[config.mk]
export PLATFORM = sky130hd
export DESIGN_NAME = jk_register_bank
export DESIGN_NICKNAME = d
export VERILOG_FILES = /design/src/rtl/jk_bank_pkg.sv /design/src/rtl/jk_cell.sv /design/src/rtl/jk_register_bank.sv
export SDC_FILE = /design/constraint.sdc
export NUM_CORES = 1
export LEC_CHECK = 0
export CORE_MARGIN = 10
export CORE_UTILIZATION = 35
export CTS_BUF_LIST = sky130_fd_sc_hd__clkbuf_4 sky130_fd_sc_hd__clkbuf_8 sky130_fd_sc_hd__clkbuf_16
export CTS_CLUSTER_DIAMETER = 50
export DETAILED_ROUTE_END_ITERATION = 6
export PLACE_DENSITY = 0.69
export SETUP_SLACK_MARGIN = 0.02
export SYNTH_ARGS = -nofsm -noshare
export SYNTH_HDL_FRONTEND = slang
export SYNTH_SLANG_ARGS = --single-unit
[constraint.sdc]
create_clock -name Clk -period 6.7 [get_ports Clk]
set_clock_uncertainty 0.05 [all_clocks]
set_input_delay 1.34 -clock Clk [delete_from_list [all_inputs] [get_ports Clk]]
set_output_delay 1.34 -clock Clk [all_outputs]
set_load 0.01 [all_outputs]
[src/rtl/jk_bank_pkg.sv]
// Shared mode encoding for the JK register bank.
package jk_bank_pkg;

   typedef enum logic [1:0] {
      MODE_JK = 2'b00,
      MODE_UP = 2'b01,
      MODE_DN = 2'b10,
      MODE_LD = 2'b11
   } mode_t;

endpackage : jk_bank_pkg

[src/rtl/jk_cell.sv]
// Single JK storage cell: reset, per-bit clear/set, clock enable, JK action.
module jk_cell (
   input  logic Clk,
   input  logic R_N,
   input  logic R,
   input  logic S,
   input  logic En,
   input  logic J,
   input  logic K,
   output logic Q
);

   logic r_q;

   // Priority: bank reset, clear, set, enable gate, then JK behaviour.
   always_ff @(posedge Clk) begin
      if (!R_N) begin
         r_q <= 1'b0;
      end else if (R) begin
         r_q <= 1'b0;
      end else if (S) begin
         r_q <= 1'b1;
      end else if (En) begin
         case ({J, K})
            2'b00:   r_q <= r_q;
            2'b01:   r_q <= 1'b0;
            2'b10:   r_q <= 1'b1;
            default: r_q <= ~r_q;
         endcase
      end
   end

   assign Q = r_q;

endmodule : jk_cell

[src/rtl/jk_register_bank.sv]
// Bank of WIDTH JK cells acting as JK register, modulo up/down counter or loader.
module jk_register_bank
   import jk_bank_pkg::*;
#(
   parameter int unsigned WIDTH   = 4,
   parameter int unsigned MODULUS = 2 ** WIDTH
) (
   input  logic             Clk,
   input  logic             R_N,
   input  logic [WIDTH-1:0] S,
   input  logic [WIDTH-1:0] R,
   input  logic             En,
   input  logic [1:0]       Mode,
   input  logic [WIDTH-1:0] J,
   input  logic [WIDTH-1:0] K,
   input  logic [WIDTH-1:0] D,
   output logic [WIDTH-1:0] Q,
   output logic [WIDTH-1:0] Q_N,
   output logic             TC
);

   // Compares are WIDTH+1 bits wide so MODULUS = 2**WIDTH is representable.
   localparam logic [WIDTH:0]   C_MOD   = (WIDTH + 1)'(MODULUS);
   localparam logic [WIDTH:0]   C_TOP   = C_MOD - 1'b1;
   localparam logic [WIDTH-1:0] C_TOP_Q = C_TOP[WIDTH-1:0];

   mode_t            w_mode;
   logic [WIDTH-1:0] w_q;
   logic [WIDTH:0]   w_q_ext;
   logic [WIDTH-1:0] w_next;
   logic [WIDTH-1:0] w_j;
   logic [WIDTH-1:0] w_k;

   assign w_mode  = mode_t'(Mode);
   assign w_q_ext = {1'b0, w_q};

   // Next bank value for the counter and load modes.
   always_comb begin
      w_next = w_q;
      case (w_mode)
         MODE_UP: begin
            if (w_q_ext >= C_TOP) w_next = '0;
            else                  w_next = w_q + 1'b1;
         end
         MODE_DN: begin
            if (w_q == '0 || w_q_ext >= C_MOD) w_next = C_TOP_Q;
            else                               w_next = w_q - 1'b1;
         end
         MODE_LD: w_next = D;
         default: w_next = w_q;
      endcase
   end

   // Counter/load modes force each cell via J=next, K=~next; R/S win inside the cell.
   always_comb begin
      w_j = '0;
      w_k = '0;
      if (w_mode == MODE_JK) begin
         w_j = J;
         w_k = K;
      end else begin
         w_j = w_next;
         w_k = ~w_next;
      end
   end

   genvar g;
   generate
      for (g = 0; g < WIDTH; g++) begin : g_cell
         jk_cell u_cell (
            .Clk (Clk),
            .R_N (R_N),
            .R   (R[g]),
            .S   (S[g]),
            .En  (En),
            .J   (w_j[g]),
            .K   (w_k[g]),
            .Q   (w_q[g])
         );
      end
   endgenerate

   assign Q   = w_q;
   assign Q_N = ~w_q;
   assign TC  = R_N && En &&
                (((w_mode == MODE_UP) && (w_q_ext == C_TOP)) ||
                 ((w_mode == MODE_DN) && (w_q == '0)));

endmodule : jk_register_bank

==> run_results.csv <==
group,metric,value,unit
cts,cts_max_level,1,
worst_setup_path,cp-end-kind,"output pin",
floorplan,die-area,4520,um2
cts,clockRootBuffer,"clkbuf_4",
worst_setup_path,worst-setup-path-type,"in -> out",
timing,slew_violations,0,
timing,worst_slew_pin_slew,0.5661,ns
timing,hold_violations,0,
power,power.leakage,0.4501,nW
synth,yosys.area.top_type_share,16.03,%
timing,slew_headroom,62.14,%
synth,ys_types,38,
cts,cts_buffer_depth,2,
cts,clk_pin_slew,0.03,ns
synth,synth_largest_area_cell,"ha_1",
floorplan,placementRows,17,
floorplan,die_h,67.23,um
synth,yosys_warnings,0,
synth,yosysSeqAreaShare,10.26,%
global_routing,grt_usage,10.23,%
worst_setup_path,worstSetupStartpointType,"primary input",
placed_design,port_buffers,33,
worst_setup_path,crit_start,"Mode[1]",
routing,vias_per_cell,5.553,
worst_setup_path,rr_startpoint,"g_cell[0].u_cell.Q$_SDFFE_PP0P_",
synth,syn_area_per_cell,7.654,um2
timing,fmax,216.1,MHz
cts,cts_buffers,3,
synth,async_flop_share,0,%
synth,synth-compound-area-share,31.89,%
synth,synth_fa_ha_area_share,16.03,%
finish,final_common_cell,"clkdlybuf4s50_1",
timing,setup_violations,0,
synth,synth_xor_xnor_area_share,1.122,%
worst_setup_path,cp.required,5.31,ns
cts,clkSinkCount,4,
synth,synth_top_family_by_area,"compound AO/OA/AOI/OAI gates",
floorplan,die_w,67.23,um
cts,cts_tree,"built",
global_routing,grt_start_max_net_pins,19,
timing,rsz0062_at_grt,"false",
synth,synthMuxAreaShare,1.282,%
synth,synth_edf_count,0,
placed_design,dp_hpwl,1894,um
worst_setup_path,worstPathArrival,3.24,ns
finish,final_core_util,51.79,%
finish,n_fill_cell,240,
synth,synth_flop_cell,"dfxtp_1",
routing,drc,0,
routing,drt_iter0_markers,28,
global_routing,antenna_found_initial,0,
finish,drive_above_1_share,9.160,%
min_path,hp-class,"reg -> reg",
cts,clk_latency,0.23,ns
synth,synth-simple-area-share,30.29,%
routing,firstDrtPassIters,4,
placed_design,gp_congestion,0.7862,
floorplan,core_area,2170,um2
global_routing,grt_pass1_vias,851,
power,peakVddDrop,0.08014,mV
min_path,worstHoldStart,"g_cell[1].u_cell.Q$_SDFFE_PP0P_",
routing,wl,2239,um
routing,route.vias.total,883,
finish,antennaDiodeCount,0,
synth,syn_inst,102,
timing,fin_crit_sh,69.06,%
finish,syn_to_final_growth,43.91,%
global_routing,grt_first_pass_wirelength,3719,um
synth,synth_fp_nets,137,
cts,hold_buffers,0,
routing,wl_per_cell,14.08,um
floorplan,pin_count,34,
timing,finalSetupTns,0,ns
routing,antenna_left,0,
synth,syn-cell-area,780.7,um2
synth,ys_top_cells_by_area,"ha_1, dfxtp_1, a21oi_1, nand2b_1, a311oi_1",
timing,period_needed,4.627,ns
finish,fin_nets,168,
cts,cts_setup_buffers,0,
flow_run,maxCapViolations,0,
synth,synth-seq-cells,4,
cts,cts-resized-gates,0,
finish,largest_reg_flops,4,
run_status,outcome,"completed",
power,power.density,121.5,nW/um2
finish,layout_common_cells,"clkdlybuf4s50_1, ha_1, a21oi_1, inv_1, nand2b_1",
global_routing,overflow,0,
floorplan,start_util,35.99,%
worst_setup_path,cp_max_fo,17,
[path summary, 6_finish.rpt]
| check | depth (start not counted) | to | slack (ns) |
|---|---|---|---|
| worst max-delay path | 6 | TC | 2.07 |
| worst min-delay path | 3 | g_cell[1].u_cell.Q$_SDFFE_PP0P_ | 0.76 |
| worst max register to register | 10 | g_cell[2].u_cell.Q$_SDFFE_PP0P_ | 3.90 |
| worst min register to register | 3 | g_cell[1].u_cell.Q$_SDFFE_PP0P_ | 0.76 |
[stage by stage]
stage	cells	power [W]	worst slack, ns	cell area, um2	hold slack [ns]
5_1_grt	159	0.0001504	1.975	1124	0.8465
3_5_place_dp	156	0.0001079	2.073	1101	0.7471
2_1_floorplan	102	0.00007916	3.278	780.7	0.7081
6_report	159	0.0001365	2.073	1124	0.7645
3_3_place_gp	156	0.0001057	2.109	1101	0.7534
4_1_cts	159	0.0001391	2.072	1124	0.7634
[cell type report]
cell class / instances / area, um2 / share of cell area (%)
Inverter: 7 / 26.28 / 2.339
Sequential cell: 4 / 80.08 / 7.127
Timing Repair Buffer: 33 / 330.3 / 29.40
Clock buffer: 3 / 22.52 / 2.004
Tap cell: 28 / 35.03 / 3.118
Multi-Input combinational cell: 84 / 629.4 / 56.01
[power breakdown]
group          leakage (nW)  switching [W]  total [W]  internal, W
registers            0.0330     0.00000347  0.0000291    0.0000256
clock network        0.0138     0.00000954  0.0000296    0.0000200
logic                 0.403      0.0000337  0.0000778    0.0000441
[synth_stat cells (2+ instances only)]
| master | count |
|---|---|
| and3_1 | 3 |
| nor2_1 | 5 |
| nor3_1 | 2 |
| nand2b_1 | 6 |
| a311oi_1 | 4 |
| o311a_1 | 2 |
| nand3_1 | 4 |
| and3b_1 | 2 |
| a21oi_1 | 9 |
| o22a_1 | 2 |
| ha_1 | 10 |
| nor3b_1 | 4 |
| buf_2 | 3 |
| inv_1 | 6 |
| or2_2 | 4 |
| nor2b_1 | 4 |
| a311oi_2 | 2 |
| nand2_1 | 4 |
| buf_4 | 4 |
| dfxtp_1 | 4 |
[critical path, stage by stage]
cell and delay (ns):
clkdlybuf4s50_1 0.80, and3b_1 0.26, nand3_1 0.07, o21ai_0 0.07, and3_1 0.16, clkdlybuf4s50_1 0.53
[per-layer routing]
layer	part of all wire (%)	up-vias	track usage, %
met5	0	-	0
met2	51	21	18.36
met3	6.3	4	2.149
li1	-	439	-
met4	1.2	0	3.846
met1	41	419	11.53
[logic make-up after synthesis]
kind of cell	Yosys count
buffers and inverters	14
muxes	1
xor gates and xnor gates	1
DFF	4
AOI/OAI and AO/OA	31
adders and majority gates	10
and+or+nand+nor	41
Power figures use the tool's default switching activity.
